===== src/rtl/pe_result_collector.sv =====
// pe_result_collector: captures the 16 per-column PE cube results, widens
// strategy-1 lanes to 32 bits, sums i_acc_len result vectors per group and
// queues each group as one 512-bit beat in a first-word-fall-through FIFO
// towards the output SRAM/DMA writer.
// Optional macro RESULT_SATURATE_EN: lane adds saturate to the signed 32-bit
// range instead of wrapping (default build wraps).
module pe_result_collector #(
    parameter int DEPTH = 4,
    localparam int CW = $clog2(DEPTH) + 1
) (
    input  logic          i_clk,
    input  logic          i_rst_n,
    input  logic          i_start,
    input  logic [7:0]    i_acc_len,
    input  logic [15:0]   i_num_beats,
    input  logic          i_strategy_2_en,
    input  logic          i_result_valid,
    input  logic [335:0]  i_result_s1,
    input  logic [511:0]  i_result_s2,
    output logic          o_busy,
    output logic [511:0]  o_data,
    output logic          o_valid,
    input  logic          i_ready,
    output logic [CW-1:0] o_count,
    output logic          o_overflow,
    output logic          o_done
);
    localparam int AW    = $clog2(DEPTH);
    localparam int LANES = 16;

    typedef enum logic [1:0] {S_IDLE, S_ACC, S_DRAIN} state_t;

    state_t         state_q;
    logic [7:0]     acc_len_q;
    logic [7:0]     grp_cnt_q;
    logic [7:0]     grp_cnt_d;
    logic [15:0]    num_beats_q;
    logic [15:0]    beat_cnt_q;
    logic [15:0]    beat_cnt_d;
    logic           overflow_q;
    logic           done_q;
    logic [AW-1:0]  wr_ptr_q;
    logic [AW-1:0]  rd_ptr_q;
    logic [CW-1:0]  count_q;
    logic [511:0]   mem_q [DEPTH];
    logic [511:0]   beat_d;

    logic busy;
    logic accept;
    logic grp_last;
    logic push;
    logic pop;

    // Busy depends only on registered state so it never loops back through i_ready
    assign busy      = (state_q != S_ACC) | (count_q == CW'(DEPTH));
    assign accept    = i_result_valid & ~busy;
    assign grp_last  = (grp_cnt_q + 8'd1) == acc_len_q;
    assign push      = accept & grp_last;
    assign pop       = (count_q != '0) & i_ready;
    assign grp_cnt_d = grp_last ? 8'd0 : grp_cnt_q + 8'd1;
    assign beat_cnt_d = push ? beat_cnt_q + 16'd1 : beat_cnt_q;

    genvar gi;
    generate
        for (gi = 0; gi < LANES; gi++) begin : g_lane
            logic [31:0] x;
            logic [31:0] add_res;
            logic [31:0] lane_sum;
            logic [31:0] acc_q;

            assign x = i_strategy_2_en ? i_result_s2[32*gi +: 32]
                                       : {{11{i_result_s1[21*gi+20]}}, i_result_s1[21*gi +: 21]};
`ifdef RESULT_SATURATE_EN
            logic [32:0] wide;
            assign wide    = {acc_q[31], acc_q} + {x[31], x};
            assign add_res = (wide[32] != wide[31]) ? (wide[32] ? 32'h8000_0000 : 32'h7FFF_FFFF)
                                                    : wide[31:0];
`else
            assign add_res = acc_q + x;
`endif
            // First vector of a group overwrites the lane, later ones add
            assign lane_sum = (grp_cnt_q == 8'd0) ? x : add_res;
            assign beat_d[32*gi +: 32] = lane_sum;

            // Lane accumulator advances on every accepted result
            always_ff @(posedge i_clk or negedge i_rst_n) begin
                if (!i_rst_n) begin
                    acc_q <= '0;
                end else if (accept) begin
                    acc_q <= lane_sum;
                end
            end
        end
    endgenerate

    // Job control: latch job parameters, count groups and beats, drain, pulse done
    always_ff @(posedge i_clk or negedge i_rst_n) begin
        if (!i_rst_n) begin
            state_q     <= S_IDLE;
            acc_len_q   <= '0;
            num_beats_q <= '0;
            grp_cnt_q   <= '0;
            beat_cnt_q  <= '0;
            overflow_q  <= 1'b0;
            done_q      <= 1'b0;
        end else begin
            done_q <= 1'b0;
            case (state_q)
                S_IDLE: begin
                    if (i_start) begin
                        acc_len_q   <= (i_acc_len == 8'd0) ? 8'd1 : i_acc_len;
                        num_beats_q <= i_num_beats;
                        grp_cnt_q   <= '0;
                        beat_cnt_q  <= '0;
                        state_q     <= (i_num_beats == 16'd0) ? S_DRAIN : S_ACC;
                    end
                end
                S_ACC: begin
                    if (accept) begin
                        grp_cnt_q  <= grp_cnt_d;
                        beat_cnt_q <= beat_cnt_d;
                    end
                    if (push && (beat_cnt_d == num_beats_q)) begin
                        state_q <= S_DRAIN;
                    end
                end
                S_DRAIN: begin
                    if (count_q == '0) begin
                        done_q  <= 1'b1;
                        state_q <= S_IDLE;
                    end
                end
                default: state_q <= S_IDLE;
            endcase
            // Sticky drop flag, cleared only by an accepted start
            if ((state_q == S_IDLE) && i_start) begin
                overflow_q <= 1'b0;
            end else if (i_result_valid && busy) begin
                overflow_q <= 1'b1;
            end
        end
    end

    // FIFO pointers and occupancy; pointers wrap naturally at DEPTH
    always_ff @(posedge i_clk or negedge i_rst_n) begin
        if (!i_rst_n) begin
            wr_ptr_q <= '0;
            rd_ptr_q <= '0;
            count_q  <= '0;
        end else begin
            if (push) wr_ptr_q <= wr_ptr_q + AW'(1);
            if (pop)  rd_ptr_q <= rd_ptr_q + AW'(1);
            case ({push, pop})
                2'b10:   count_q <= count_q + CW'(1);
                2'b01:   count_q <= count_q - CW'(1);
                default: count_q <= count_q;
            endcase
        end
    end

    // Beat storage; contents need no reset because o_data is gated when empty
    always_ff @(posedge i_clk) begin
        if (push) begin
            mem_q[wr_ptr_q] <= beat_d;
        end
    end

    assign o_busy     = busy;
    assign o_valid    = (count_q != '0);
    assign o_data     = (count_q != '0) ? mem_q[rd_ptr_q] : '0;
    assign o_count    = count_q;
    assign o_overflow = overflow_q;
    assign o_done     = done_q;

endmodule


===== config.mk =====
export PLATFORM = sky130hd
export DESIGN_NAME = pe_result_collector
export DESIGN_NICKNAME = d
export VERILOG_FILES = /design/src/rtl/pe_result_collector.sv
export SDC_FILE = /design/constraint.sdc
export NUM_CORES = 2
export LEC_CHECK = 0
export BUFFER_PORTS_ARGS = -buffer_cell sky130_fd_sc_hd__buf_2
export CORE_ASPECT_RATIO = 1.25
export CORE_UTILIZATION = 30
export DETAILED_ROUTE_END_ITERATION = 10
export PLACE_DENSITY = 0.47
export SLEW_MARGIN = 20
export SYNTH_ARGS = -nofsm -noshare
export SYNTH_HDL_FRONTEND = slang
export SYNTH_SLANG_ARGS = --single-unit

===== constraint.sdc =====
create_clock -name i_clk -period 19.37 [get_ports i_clk]
set_input_delay 1.937 -clock i_clk [delete_from_list [all_inputs] [get_ports i_clk]]
set_output_delay 1.937 -clock i_clk [all_outputs]
set_load 0.01 [all_outputs]

Word-level counts from Yosys, hierarchy flattened
Memories as Yosys holds them, arrays and structs flattened.
Cells that the tools add are included.
Storage, ports and cells
  latch bits: 0
  output and inout bits: 519
  flip-flop bits (word level): 571
  logic and storage cells: 135
  bits in read-only memories: 0
  memories kept: 1
  bits in writable memories: 2048
  bits of input ports: 878
Memory list
  mem_q: words 4, width 512, read ports 1, clocked after Yosys merged registers in 0, wr ports 1, RTL line 45  | logic [511:0] mem_q [DEPTH];
Operators by class
  equality and inequality tests: 12
  $mul: 0
  bitwise operators: 5
  add/subtract/negate cells: 22
  $lt $le $gt $ge: 0
  reductions and logical operators: 15
  shift-type cells: 0
  div/mod/pow operators: 0
  muxes and demuxes: 54
Operator list (number)
  32-bit two-way mux: 32
  32-bit adder: 16
  512-bit two-way mux: 1
  16-bit two-way mux: 3
  8-bit two-way mux: 4
  16-bit case mux with 2 select lines: 1
  16-bit by 1-bit adder with 16-bit output, second input constant: 1
  16-bit equality test: 1
  16-bit logical NOT: 1
  8-bit logical NOT: 2
  8-bit case mux with 2 select lines: 1
  8-bit by 1-bit adder with 8-bit output, second input constant: 1
  8-bit equality test: 1
  2-bit two-way mux: 4
  2-bit != test, second input constant: 4
  1-bit two-way mux: 6
  2-bit case mux with 3 select lines: 1
  3-bit case mux with 2 select lines: 1
  3-bit AND reduction: 2
  2-bit nonzero test: 3
  2-bit by 1-bit adder with 2-bit output, second input constant: 2
  2-bit by 1-bit equality test with 1-bit output, second input constant: 2
  2-bit equality test, second input constant: 2
  3-bit by 1-bit adder with 3-bit output, second input constant: 1
  11 further kinds: 15

Longest topological paths before layout
  depth after elaboration: 10
  depth in mapped cells: 20

Least setup slack after synthesis
No wires, ideal clock.
  path type: input -> register
  start: in i_result_valid
  end: mem mem_q[0][0], enable pin
  library setup time: 946 ps
  setup slack: 4079 ps
  cell stages on the path: 4
  arrival time: 14345 ps
  required time: 18424 ps
  cells stage by stage: nand2_1 nor4_4 buf_2 and2_1
Between the ends
  longest elaborated chain between the ends: 4
Ends and longest elaborated chain
  from (decl): RTL line 17  | input logic i_result_valid,
  1-bit bitwise AND: RTL line 56  | assign accept = i_result_valid & ~busy;
  1-bit bitwise AND: RTL line 58  | assign push = accept & grp_last;
  1-bit two-way mux: RTL line 163  | if (push) begin
  1-bit two-way mux (not written as such): RTL line 164  | mem_q[wr_ptr_q] <= beat_d;
  to (decl): RTL line 45
No other way between the ends.

Final worst setup path
  start: reg rd_ptr_q[0]
  end: out o_data[155]
Between the ends
  longest elaborated chain between the ends: 2
Ends and longest elaborated chain
  from (decl): RTL line 43  | logic [AW-1:0] rd_ptr_q;
  from (signal assigned): RTL line 152  | if (pop) rd_ptr_q <= rd_ptr_q + AW'(1);
  memory 4 x 512 bit
  512-bit two-way mux: RTL line 170  | assign o_data = (count_q != '0) ? mem_q[rd_ptr_q] : '0;
  to (decl): RTL line 21  | output logic [511:0] o_data,
No other way between the ends.

==> impl_summary.log <==
INFO  metric area_growth_syn_to_layout = 17.6%
INFO  metric timing.final.max_slew_violations = 0
INFO  metric synth_nets = 12.0k
INFO  metric yosys_register_bits = roughly 2.6k
INFO  metric timing.max_slew.rel_slack = 0.269
INFO  metric rr_startpoint = state_q[1]
INFO  metric floorplan.initialDensity = 0.301
INFO  metric worst-endpoint-arrival = approximately 6.4 ns
INFO  metric syn_area = about 130000 sq um
INFO  metric cts_resized = 0
INFO  metric post-cts-setup-buffer-count = 0
INFO  metric hold_path_startpoint = g_lane[1].acc_q[29]
INFO  metric ys_top_cells_by_count = 2048 x sky130_fd_sc_hd__edfxtp_1, 1659 x sky130_fd_sc_hd__nand2_1, 571 x sky130_fd_sc_hd__dfrtp_1, 570 x sky130_fd_sc_hd__a21oi_1, 545 x sky130_fd_sc_hd__and2_1
INFO  metric post-place-cells = approximately 18k
INFO  metric rows = 274
INFO  metric final_layout_size_suffix_gt1_frac = 0.251
INFO  metric final.setup.tns = 0 ns
INFO  metric finalPower = 27.9 mW
INFO  metric vias = 90.3k
INFO  metric netlist_instances = 10.6k
INFO  metric die_height = 750 um
INFO  metric seq_area_frac_synth = 0.564
INFO  metric finish.utilization = 0.354
INFO  metric timing.hold.worst_path_depth = 2
INFO  metric gr-usage-all-layers = 0.192
INFO  metric worst_hold_endpoint = g_lane[1].acc_q[29]
INFO  metric drtPass1Iterations = 11
INFO  metric setup_repair_after_global_routing_missed_its_margin = no
INFO  metric syn-mean-instance-area = 12.6 sq um
INFO  metric antenna_found_initial = 54
INFO  metric clock_path_buffers = 4
INFO  metric timing.critical_path.from = rd_ptr_q[0]
INFO  metric final_cells = ~18k
INFO  metric ys.flop_type = sky130_fd_sc_hd__edfxtp_1
INFO  metric timing.critical_path.from_type = flip-flop
INFO  metric finalCritPeriodShare = 0.430
INFO  metric gp_congestion = 0.845
INFO  metric cts_sinks = 2619
INFO  metric cts_tree = done
INFO  metric drtAntennaViolNets = 0
INFO  metric grt_max_degree = 129
INFO  metric r2r-end = mem_q[0][78]
INFO  metric wl_per_cell = 24.4 um
INFO  metric io_pins = roughly 1.4k
INFO  metric die_w = 601 um
INFO  metric worst_pin_slew = 1.09 ns
INFO  metric clk_pin_slew_worst_paths = 0.06 ns
INFO  metric critical_path.endpoint_type = output port
INFO  metric synthesis.yosys.warnings = 0
INFO  metric r2r_slack = between 10 and 15 ns
INFO  metric cts.hold.buffers_added = 0
INFO  metric power_per_cell_area = about 180 nW/um^2
INFO  metric timing.setup.critical_path_class = flip-flop to output port
INFO  metric vdd.ir_drop.worst = 130 uV
INFO  metric grt_pass1_wl = ~640000 um
INFO  metric maxCapViolCount = 0
INFO  metric place_hpwl = between 300000 and 400000 um
INFO  metric failed_checks = DRC
INFO  metric most_repeated_cell_in_the_gate_level_netlist_after_synthesis = sky130_fd_sc_hd__edfxtp_1
INFO  metric yosys.area.top_type_share = 0.458
INFO  metric clockRootBuffer = sky130_fd_sc_hd__clkbuf_16
INFO  metric report.final.setup_viol = 0
INFO  metric io_buffers = 1396
INFO  metric critical_path_required = 17.43 ns
INFO  metric coreArea = 446000 sq um
INFO  metric final.min_clock_period = 8.34 ns
INFO  metric design.final.nets = approximately 13k
INFO  metric ff2ff_path_depth = 10
INFO  metric drt_wl_total = 444000 um
INFO  metric hold_viol_final = 0
INFO  metric drc_errors = 148
INFO  metric die_area = 450000 sq um
INFO  metric final.setup_skew = 0.0999 ns
INFO  metric placement.setup.worst_slack = 11.00 ns
INFO  metric synthTopCellsByArea = sky130_fd_sc_hd__edfxtp_1 46%, sky130_fd_sc_hd__dfrtp_1 11%, sky130_fd_sc_hd__mux4_2 8.6%
INFO  metric detail_route.iter0.violations = about 5.6k
INFO  metric cts_buffers = between 200 and 300
INFO  metric total_overflow_reported_by_the_global_router = 0
INFO  metric worst_hold_path_type = flip-flop to flip-flop
INFO  metric synth_top_area_cell = sky130_fd_sc_hd__edfxtp_1
INFO  metric post_drt_via_cell_ratio = 4.98
INFO  metric synthArstFlopShare = 0.218
INFO  metric insertion_delay = 1.00 ns
INFO  metric post_synth_num_cell_types = 95
INFO  metric grt_pass1_vias = 91.3k
INFO  metric htree_levels = 5
INFO  metric static_leakage_power = 61.9 nW
INFO  metric final_worst_path_setup_slack = 11.03 ns
INFO  metric path_max_fanout = 36
INFO  metric fmaxAchievable = 0.120 GHz
INFO  metric outcome = finished with violations
INFO  metric synth_edf_count = approximately 2k
metal layers:
| metal | up-vias | track usage | share of wire |
|---|---|---|---|
| met5 | - | 0 | 0.00025 |
| met1 | 45815 | 0.240 | 0.42 |
| met4 | 16 | 0.0560 | 0.031 |
| met2 | 1937 | 0.344 | 0.51 |
| met3 | 526 | 0.0252 | 0.038 |
| li1 | 42037 | - | - |
worst max-delay path by stage:
stage	endpoint	depth (start not counted)
floorplan	mem_q[0][0]	4
global placement	mem_q[1][191]	19
detailed placement	mem_q[0][318]	18
CTS	o_data[155]	8
global route	o_data[155]	8
finish	o_data[155]	8
power by group:
part	switching (mW)	leakage, nW	internal (mW)
Combinational	8.40	31.8	5.04
Sequential	0.403	25.3	8.35
Clock	2.45	4.76	3.30
Total	11.2	61.9	16.7
registers in the layout, summed over array words and instances (netlist names):
| register | cells |
|---|---|
| beat_cnt_q | 16 |
| wr_ptr_q | 2 |
| rd_ptr_q | 2 |
| o_count | 3 |
| mem_q | 2048 |
| o_overflow | 1 |
| acc_len_q | 8 |
| grp_cnt_q | 8 |
| g_lane.acc_q | 512 |
| o_done | 1 |
| num_beats_q | 16 |
| state_q | 2 |
layout make-up:
type	instances	area (sq um)
well taps	5934	7420
flip-flops and latches	2619	75800
multi-input cells	7228	55700
inverters	288	1080
diodes	16	40.0
repair buffers	1517	8130
clock inverters	161	1850
fillers	43989	288000
clock buffers	379	7980
cells by family after synthesis:
| kind of cell | synth area share |
|---|---|
| adders and majority gates | 0.0496 |
| and+or+nand+nor | 0.110 |
| DFF | 0.564 |
| buffers and inverters | 0.0217 |
| AOI/OAI and AO/OA | 0.0878 |
| muxes | 0.137 |
| xor gates and xnor gates | 0.0291 |
through the flow:
step / hold WS, ns / area [sq um]
after floorplan: 0.452 / 134000
after detailed placement: 0.469 / 148000
after global placement: 0.465 / 148000
after global routing: 0.498 / 158000
final: 0.482 / 158000
after CTS: 0.485 / 158000
cell usage in the layout (no fill, tap or decap), types with 68 or more instances in the layout:
| cell | instances |
|---|---|
| sky130_fd_sc_hd__nor2b_1 | 74 |
| sky130_fd_sc_hd__mux4_2 | 512 |
| sky130_fd_sc_hd__o31ai_1 | 77 |
| sky130_fd_sc_hd__o21ai_0 | 519 |
| sky130_fd_sc_hd__buf_2 | 1394 |
| sky130_fd_sc_hd__nand2b_1 | 85 |
| sky130_fd_sc_hd__and2_1 | 539 |
| sky130_fd_sc_hd__nor3_1 | 82 |
| sky130_fd_sc_hd__xor2_1 | 168 |
| sky130_fd_sc_hd__mux2_2 | 490 |
| sky130_fd_sc_hd__buf_4 | 104 |
| sky130_fd_sc_hd__a31oi_1 | 72 |
| sky130_fd_sc_hd__nor2_1 | 418 |
| sky130_fd_sc_hd__dfrtp_1 | 569 |
| sky130_fd_sc_hd__a21oi_1 | 570 |
| sky130_fd_sc_hd__edfxtp_1 | 2048 |
| sky130_fd_sc_hd__a211oi_1 | 68 |
| sky130_fd_sc_hd__xnor2_1 | 275 |
| sky130_fd_sc_hd__mux2i_1 | 135 |
| sky130_fd_sc_hd__a21o_1 | 222 |
| sky130_fd_sc_hd__o21a_1 | 76 |
| sky130_fd_sc_hd__inv_1 | 288 |
| sky130_fd_sc_hd__nand3_1 | 101 |
| sky130_fd_sc_hd__nand2_1 | 1656 |
| sky130_fd_sc_hd__ha_1 | 504 |
| sky130_fd_sc_hd__clkbuf_16 | 298 |
worst max-delay path, cell delays in order, from the launching register on:
cell                      delay, ns
sky130_fd_sc_hd__dfrtp_4       0.80
sky130_fd_sc_hd__buf_4         0.72
sky130_fd_sc_hd__buf_4         0.70
sky130_fd_sc_hd__buf_4         0.76
sky130_fd_sc_hd__buf_4         0.70
sky130_fd_sc_hd__buf_4         0.60
sky130_fd_sc_hd__mux4_2        0.60
sky130_fd_sc_hd__and2_1        0.21
sky130_fd_sc_hd__buf_2         0.15
Power figures use the tool's default switching activity.
